**src/rtl/cmp_pkg.sv**
```systemverilog
// Shared types and constants for the 4-bit comparator operand loader.
package cmp_pkg;

  localparam int unsigned OperandW = 4;
  localparam int unsigned SelectW  = 2;

  localparam logic [SelectW-1:0] SEL_EQ  = 2'b00;
  localparam logic [SelectW-1:0] SEL_GR  = 2'b01;
  localparam logic [SelectW-1:0] SEL_LT  = 2'b10;
  localparam logic [SelectW-1:0] SEL_MAX = 2'b11;

  typedef enum logic [2:0] {
    StLoadX,
    StLoadY,
    StLoadOp,
    StEval,
    StHold
  } state_e;

  // True in the three states that consume input beats.
  function automatic logic is_load_state(input state_e st);
    return (st == StLoadX) || (st == StLoadY) || (st == StLoadOp);
  endfunction

endpackage

```
**src/rtl/cmp_txn_counter.sv**
```systemverilog
// Wrapping transaction counter; only instantiated when CMP_LOADER_COUNT_EN is defined.
module cmp_txn_counter
  import cmp_pkg::*;
(
  input  logic                clk_i,
  input  logic                rst_i,
  input  logic                inc_i,
  output logic [OperandW-1:0] count_o
);

  logic [OperandW-1:0] count_q, count_d;

  // Next count: wraps naturally from all-ones to zero.
  always_comb begin
    count_d = count_q;
    if (inc_i) count_d = count_q + 1'b1;
  end

  // Count register with synchronous reset.
  always_ff @(posedge clk_i) begin
    if (rst_i) count_q <= '0;
    else       count_q <= count_d;
  end

  assign count_o = count_q;

endmodule

```
**src/rtl/cmp_operand_loader.sv**
```systemverilog
// Beat-stream sequencer feeding X, Y and Select to an external 4-bit comparator and
// returning its output over a valid/ready handshake, one transaction at a time.
// Optional: define CMP_LOADER_COUNT_EN to add the Count port (completed transactions).
module cmp_operand_loader
  import cmp_pkg::*;
(
  input  logic                Clock,
  input  logic                Reset,
  input  logic [OperandW-1:0] InData,
  input  logic                InValid,
  output logic                InReady,
  output logic [OperandW-1:0] X,
  output logic [OperandW-1:0] Y,
  output logic [SelectW-1:0]  Select,
  input  logic [OperandW-1:0] CmpOut,
  output logic [OperandW-1:0] Result,
  output logic                ResultValid,
  input  logic                ResultReady,
  output logic                Busy
`ifdef CMP_LOADER_COUNT_EN
  ,
  output logic [OperandW-1:0] Count
`endif
);

  state_e              state_q, state_d;
  logic [OperandW-1:0] x_q, x_d;
  logic [OperandW-1:0] y_q, y_d;
  logic [SelectW-1:0]  sel_q, sel_d;
  logic [OperandW-1:0] result_q, result_d;
  logic                beat_acc;

  assign beat_acc = InValid && is_load_state(state_q);

  // Next-state and register-update logic; each register moves only on its own event.
  always_comb begin
    state_d  = state_q;
    x_d      = x_q;
    y_d      = y_q;
    sel_d    = sel_q;
    result_d = result_q;
    unique case (state_q)
      StLoadX: begin
        if (beat_acc) begin
          x_d     = InData;
          state_d = StLoadY;
        end
      end
      StLoadY: begin
        if (beat_acc) begin
          y_d     = InData;
          state_d = StLoadOp;
        end
      end
      StLoadOp: begin
        if (beat_acc) begin
          sel_d   = InData[SelectW-1:0];
          state_d = StEval;
        end
      end
      StEval: begin
        // Operands have been stable for this whole cycle, so CmpOut is settled.
        result_d = CmpOut;
        state_d  = StHold;
      end
      StHold: begin
        if (ResultReady) state_d = StLoadX;
      end
      default: state_d = StLoadX;
    endcase
  end

  // State and datapath registers; Reset wins over any simultaneous beat or handshake.
  always_ff @(posedge Clock) begin
    if (Reset) begin
      state_q  <= StLoadX;
      x_q      <= '0;
      y_q      <= '0;
      sel_q    <= SEL_EQ;
      result_q <= '0;
    end else begin
      state_q  <= state_d;
      x_q      <= x_d;
      y_q      <= y_d;
      sel_q    <= sel_d;
      result_q <= result_d;
    end
  end

  assign InReady     = is_load_state(state_q);
  assign Busy        = (state_q != StLoadX);
  assign ResultValid = (state_q == StHold);
  assign X           = x_q;
  assign Y           = y_q;
  assign Select      = sel_q;
  assign Result      = result_q;

`ifdef CMP_LOADER_COUNT_EN
  logic result_hs;
  assign result_hs = (state_q == StHold) && ResultReady;

  cmp_txn_counter u_txn_counter (
    .clk_i   (Clock),
    .rst_i   (Reset),
    .inc_i   (result_hs),
    .count_o (Count)
  );
`endif

endmodule

```
**config.mk**
```make
export PLATFORM = sky130hd
export DESIGN_NAME = cmp_operand_loader
export DESIGN_NICKNAME = d
export VERILOG_FILES = /design/src/rtl/cmp_pkg.sv /design/src/rtl/cmp_txn_counter.sv /design/src/rtl/cmp_operand_loader.sv
export SDC_FILE = /design/constraint.sdc
export NUM_CORES = 1
export LEC_CHECK = 0
export CORE_MARGIN = 1.5
export CORE_UTILIZATION = 46
export DETAILED_ROUTE_END_ITERATION = 16
export GPL_TIMING_DRIVEN = 0
export PLACE_DENSITY = 0.87
export SLEW_MARGIN = 40
export SYNTH_ARGS = -nofsm -noshare
export SYNTH_HDL_FRONTEND = slang
export SYNTH_HIERARCHICAL = 1
export SYNTH_SLANG_ARGS = --single-unit
```
**constraint.sdc**
```tcl
create_clock -name Clock -period 3.15 [get_ports Clock]
set_input_delay 0.63 -clock Clock [delete_from_list [all_inputs] [get_ports Clock]]
set_output_delay 0.63 -clock Clock [all_outputs]
set_load 0.1 [all_outputs]
```
# Yosys cells after proc, flatten, opt, wreduce, memory -nomap -nowiden
# Cells that the tools add are included.
# totals
reg_bits,17
in_bits,12
output_inout_bits,17
elab_cells,27
# classes
eq_ne,8
mux,5
reduce_logical,9
# op_table
op,n
case mux 3 bit (5 select lines),1
two-way mux 3 bit,4
equality test 3 x 2 -> 1 bit (second input constant),2
inequality test 2 bit (second input constant),3
AND reduction 2 bit,3
AND reduction 4 bit,1
equality test 3 x 1 -> 1 bit (second input constant),1
equality test 3 bit (second input constant),1
logical NOT 3 bit,1
nonzero test 3 bit,1
logical OR 1 bit,2
inequality test 2 x 1 -> 1 bit (second input constant),1
logical AND 1 bit,1

# Longest topological paths before layout
# Gate-level depths: netlist of run 1.
# depth
depth_word,6
ltp_mapped,4
depth_no_buf,2

# Worst setup path after synthesis of run 1
# No wires, ideal clock.
# synth_path
path_type,register to output
startpoint,register state_q[2]
endpoint,output port ResultValid
arrival_ps,2695
required_time_ps,2520
setup_slack_ps,-175
path_stages_with_launch,3
n_path_buf,1
cell_sequence,dfxtp_1 > buf_4 > nor3b_1
# synth_between
elab_chain_len,1
# synth_rtl
item,line,source
start: declaration,cmp_operand_loader.sv:26,"state_e state_q, state_d;"
start signal: assignment,cmp_operand_loader.sv:76,state_q <= StLoadX;
start signal: assignment,cmp_operand_loader.sv:82,state_q <= state_d;
equality test 3 bit,cmp_operand_loader.sv:92,assign ResultValid = (state_q == StHold);
end: declaration,cmp_operand_loader.sv:17,"output logic ResultValid,"
# No other way between the ends.

# Final worst setup path of run 1
# Same ends and word-level chain as after synthesis.

==> results of run 1 <==
-- worst max-delay path, stage by stage, from the launching register on --
cell	delay [ns]
dfxtp_1	0.32
buf_4	0.16
nor3b_2	0.19
buf_2	0.45
-- logic make-up (layout without fill, tap and decap cells) --
| family | count (synthesis) | in the layout | synth area share (%) |
|---|---|---|---|
| simple gates | 33 | 33 | 29.7 |
| compound gates | 4 | 4 | 4.20 |
| buf+inv | 8 | 40 | 6.38 |
| mux | 14 | 14 | 17.4 |
| flops | 17 | 17 | 42.3 |
-- final cells by class --
type	count	area [µm²]
Buffer	7	47.5
Clock buffer	4	26.3
Fill cell	125	526
Inverter	1	3.75
Multi-Input combinational cell	51	418
Sequential cell	17	340
Tap cell	16	20.0
Timing Repair Buffer	28	195
-- through the flow --
step           area (µm²)  util (%)  hold slack (ns)  instances
3_3_place_gp         1110      70.4            0.459        120
4_1_cts              1050      66.7            0.483        124
3_5_place_dp         1020      65.0            0.467        120
6_report             1050      66.7            0.480        124
5_1_grt              1050      66.7            0.494        124
2_1_floorplan         810         -            0.524         76
-- sequential cells by signal (all words and copies together), names as in the netlist --
register and count:
state_q 3, X 4, Result 4, Select 2, Y 4
-- power groups by stage --
stage | combinational (µW) | sequential, µW | clock [µW]
final | 133 | 228 | 116
after global routing | 139 | 229 | 125
after CTS | 134 | 228 | 120
after detailed placement | 134 | 233 | 0
after global placement | 141 | 233 | 0
after floorplan | 53.9 | 283 | 0
-- layout by cell type (no fill, tap or decap), types with 2 or more instances in the layout --
cell type,count
buf_2,18
nand4bb_1,2
buf_6,2
clkbuf_1,3
nand2b_1,24
clkbuf_4,3
dfxtp_1,17
clkdlybuf4s50_1,11
mux2i_1,14
-- how the worst max path moves through the flow --
stage / end / slack, ns / cells past startpoint
6_report: ResultValid / 1.11 / 3
2_1_floorplan: InReady / 0.60 / 2
3_5_place_dp: state_q[2] / 1.17 / 4
3_3_place_gp: ResultValid / 0.72 / 3
5_1_grt: ResultValid / 1.04 / 3
4_1_cts: ResultValid / 1.08 / 3
-- metal layers --
metal	wire (µm)	vias up	track usage [%]
li1	-	318	-
met1	706	283	20.3
met4	17	0	8.82
met3	91	2	2.40
met5	0	-	0
met2	717	19	29.0
==> results_dict.tcl, run 1 <==
set metrics [dict create \
    cts_buffers 3 \
    cts_resized 0 \
    area_delta_synth_final_pct 30.6 \
    dpl.hpwl_um 1110 \
    grt_pass1_wl_um 2480 \
    die_width_um 44.8 \
    syn_inst 76 \
    drive_gt1_share_pct 25.9 \
    start_kind "flip-flop" \
    crit_required_ns 2.52 \
    die-area_um2 2010 \
    ys_seq_area_share_pct 42.3 \
    outcome "finished, final reports clean" \
    synth_area_leaders "dfxtp_1 (42%), nand2b_1 (19%), mux2i_1 (17%), nor4b_4 (3.0%), buf_6 (2.8%)" \
    synth-edff-count 0 \
    holdBufCountCts 0 \
    ant_nets 0 \
    dp_slack_ns 1.17 \
    finalPower_uw 477 \
    critPathKind "reg -> out" \
    ys_seq_elements 17 \
    syn_nets 88 \
    clockRootBuffer "clkbuf_4" \
    remaining_drc_errors 0 \
    worst_ir_drop_vdd_v 0.000276 \
    hold_viol_final 0 \
    reg2reg_depth 3 \
    yosys_warnings 6 \
    cts_tree "yes" \
    grt.total_usage_pct 16.8 \
    layout.nets 121 \
    cts_buffer_depth 2 \
    synth_async_sr_flop_share_pct 0 \
    netSwitchingPower_uw 163 \
    setup_viol 0 \
    p_sw_share_pct 34.2 \
    holdPathEnd "Select[0]" \
    drtIter0Drc 10 \
    hold_path_class "reg -> reg" \
    rsz0062_at_grt "no" \
    intPower_uw 314 \
    synth_ff_type "dfxtp_1" \
    crit_path_end_kind "output port" \
    viasPerCell 5.02 \
    timing.fmax_mhz 491 \
    design.core.area_um2 1580 \
    r2r-end "X[2]" \
    initial_core_util_pct 51.0 \
    finalSetupTns_ns 0 \
    htree_levels 1 \
    yosys.area.top_type "dfxtp_1" \
    firstDrtPassIters 4 \
    worst_slew_pin_slew_ns 0.491 \
    clk_latency_ns 0.29 \
    synthDistinctLibCells 21 \
    crit_arrival_ns 1.41 \
    pwr_density_cell_nw_per_um2 454 \
    antenna_found_initial 0 \
    hold_depth 2 \
    rows 14 \
    cts_sinks 17 \
    timing.final.crit_share_pct 64.7 \
    ioPinCount 29 \
    synthTopCellsByCount "nand2b_1 (24), dfxtp_1 (17), mux2i_1 (14)" \
    relSlewSlack_pct 67.5 \
    gp_congestion 0.708 \
    min_period_ns 2.04 \
    seq_power_share_pct 47.8 \
    syn_area_um2 805 \
    cts_setup_buffers 0 \
    power.leakage_uw 0.000486 \
    die_y_um 44.8 \
    slew_violations 0 \
    port_buffers 28 \
    grt_pass1_vias 580 \
    vias 622 \
    maxCapViolations 0 \
    synthMostInstantiatedCell "nand2b_1" \
    ff2ff_setup_slack_ns 1.96 \
    worst_slack_ns 1.11 \
    wl_per_cell_um 12.4 \
    p_clk_share_pct 24.3 \
    diodes 0 \
    path_clk_slew_ns 0.10 \
    grt_max_degree 11 \
    overflow 0 \
    skew_ns 0.00367 \
    synth_top_area_share_pct 42.3 \
    wirelength_um 1530 \
    r2r-start "state_q[2]" \
    startpoint "state_q[2]" \
    hp-start "Select[0]" \
    combPwrFrac_pct 27.9 \
    avgSynthCellArea_um2 10.6 \
    critical_path_peak_fanout 9 \
]
No activity file was read; power rests on OpenSTA's default activity.
==> inputs of run 2 (changes only) <==
- CORE_UTILIZATION: 46 -> 43
- PLACE_DENSITY: 0.87 -> 0.82
- clock period: 3.15 -> 2 ns (I/O delays scaled with it)
==> run 2 against run 1 <==
Core utilization down 5.2 points. Non-clock buffer count unchanged. Combinational power up 60%. Count of clock-buffer cells in the layout unchanged. Sequential power up 57%. Sequential share of layout area down 0.64 points. Die area up 6.5%. Setup slack worse by 0.94 ns. Critical path depth unchanged. Via count up 2.1%. First-iteration DRC count down 30%. Clock skew down 0.0027 ns. Highest routed layer unchanged.
==> results_dict.tcl, run 2 (same netlist as run 1, synthesis figures left out) <==
set metrics [dict create \
    wl_per_cell_um 11.7 \
    ioPinCount 29 \
    firstDrtPassIters 4 \
    cts_setup_buffers 0 \
    seq_power_share_pct 47.6 \
    hp-start "Result[3]" \
    cts_resized 0 \
    final_cell_mix "nand2b_1 (24), buf_2 (18), dfxtp_1 (17)" \
    maxCapViolations 0 \
    skew_ns 0.00101 \
    rsz0062_at_grt "no" \
    layout.nets 121 \
    finalSetupTns_ns 0 \
    drive_gt1_share_pct 26.9 \
    r2r-end "X[0]" \
    grt_pass1_wl_um 2640 \
    critPathKind "reg -> out" \
    clockRootBuffer "clkbuf_4" \
    combPwrFrac_pct 28.2 \
    fill_cells 172 \
    initial_core_util_pct 46.1 \
    intPower_uw 495 \
    crit_arrival_ns 1.43 \
    rows 15 \
    p_sw_share_pct 34.4 \
    final_common_cell "nand2b_1" \
    die_y_um 46.3 \
    timing.final.crit_share_pct 91.4 \
    gp_congestion 0.648 \
    htree_levels 1 \
    design.core.area_um2 1750 \
    crit_required_ns 1.60 \
    hold_path_class "reg -> reg" \
    path_clk_slew_ns 0.09 \
    ff2ff_setup_slack_ns 0.76 \
    stdcell_count 133 \
    dpl.hpwl_um 1160 \
    reg2reg_depth 3 \
    die_width_um 46.3 \
    slew_violations 0 \
    worst_ir_drop_vdd_v 0.000520 \
    overflow 0 \
    area_delta_synth_final_pct 33.3 \
    clk_latency_ns 0.29 \
    remaining_drc_errors 0 \
    p_clk_share_pct 24.3 \
    finalPower_uw 755 \
    hold_viol_final 0 \
    grt_pass1_vias 618 \
    wirelength_um 1560 \
    ant_nets 0 \
    grt_max_degree 11 \
    drtIter0Drc 7 \
    grt.total_usage_pct 17.5 \
    timing.fmax_mhz 547 \
    holdPathEnd "Result[3]" \
    antenna_found_initial 0 \
    viasPerCell 4.77 \
    worst_slew_pin_slew_ns 0.493 \
    pwr_density_cell_nw_per_um2 704 \
    cts_sinks 17 \
    holdBufCountCts 0 \
    cts_tree "yes" \
    diodes 0 \
    cts_buffer_depth 2 \
    port_buffers 28 \
    cts_buffers 3 \
    placed_cells 129 \
    min_period_ns 1.83 \
    relSlewSlack_pct 67.3 \
    start_kind "flip-flop" \
    crit_path_end_kind "output port" \
    setup_viol 0 \
    critical_path_peak_fanout 9 \
    power.leakage_uw 0.000485 \
    outcome "finished, final reports clean" \
    netSwitchingPower_uw 260 \
    r2r-start "state_q[2]" \
    vias 635 \
    hold_depth 2 \
    die-area_um2 2140 \
]
-- run 2: critical path, stage by stage, from the launching register on --
cell and delay [ns]:
dfxtp_1 0.32, buf_4 0.17, nor3b_4 0.20, buf_2 0.45
-- run 2: area by class of cell --
class | instances | area (µm²) | share of cell area (%)
inverter | 1 | 3.75 | 0.350
clock buffer | 4 | 26.3 | 2.45
multi-input combinational | 51 | 428 | 39.9
tap | 25 | 31.3 | 2.92
sequential | 17 | 340 | 31.7
buffer | 7 | 47.5 | 4.43
timing repair buffer | 28 | 195 | 18.2
-- run 2: layer usage --
layer	part of all wire [%]	vias up	track usage (%)	wire (µm)
met5	0	-	0	0
met4	2.2	0	8.57	34
met3	5.1	4	3.92	79
met2	49	16	29.2	764
met1	44	290	21.0	683
li1	-	325	-	-
-- run 2: through the flow --
stage / area [µm²] / util (%) / hold slack, ns / worst slack [ns]
final: 1070 / 61.4 / 0.472 / 0.173
after detailed placement: 1050 / 59.9 / 0.466 / 0.225
after global routing: 1070 / 61.4 / 0.493 / 0.0921
after floorplan: 820 / - / 0.534 / 0.279
after CTS: 1070 / 61.4 / 0.481 / 0.155
after global placement: 1130 / 64.8 / 0.458 / -0.204
-- run 2: worst max path at each step --
stage                from           to  slack [ns]  depth (start not counted)
6_report       state_q[2]  ResultValid        0.17                          3
2_1_floorplan  state_q[1]      InReady        0.28                          2
4_1_cts        state_q[2]  ResultValid        0.15                          3
3_5_place_dp        Reset   state_q[2]        0.22                          4
5_1_grt        state_q[2]  ResultValid        0.09                          3
3_3_place_gp   state_q[2]  ResultValid       -0.20                          3
-- run 2: power groups by stage --
stage                     Combinational (µW)  Sequential, µW  Clock, µW
final                                    213             359        183
after global routing                     223             361        203
after CTS                                215             359        195
after detailed placement                 214             367          0
after global placement                   225             367          0
after floorplan                         86.8             446          0
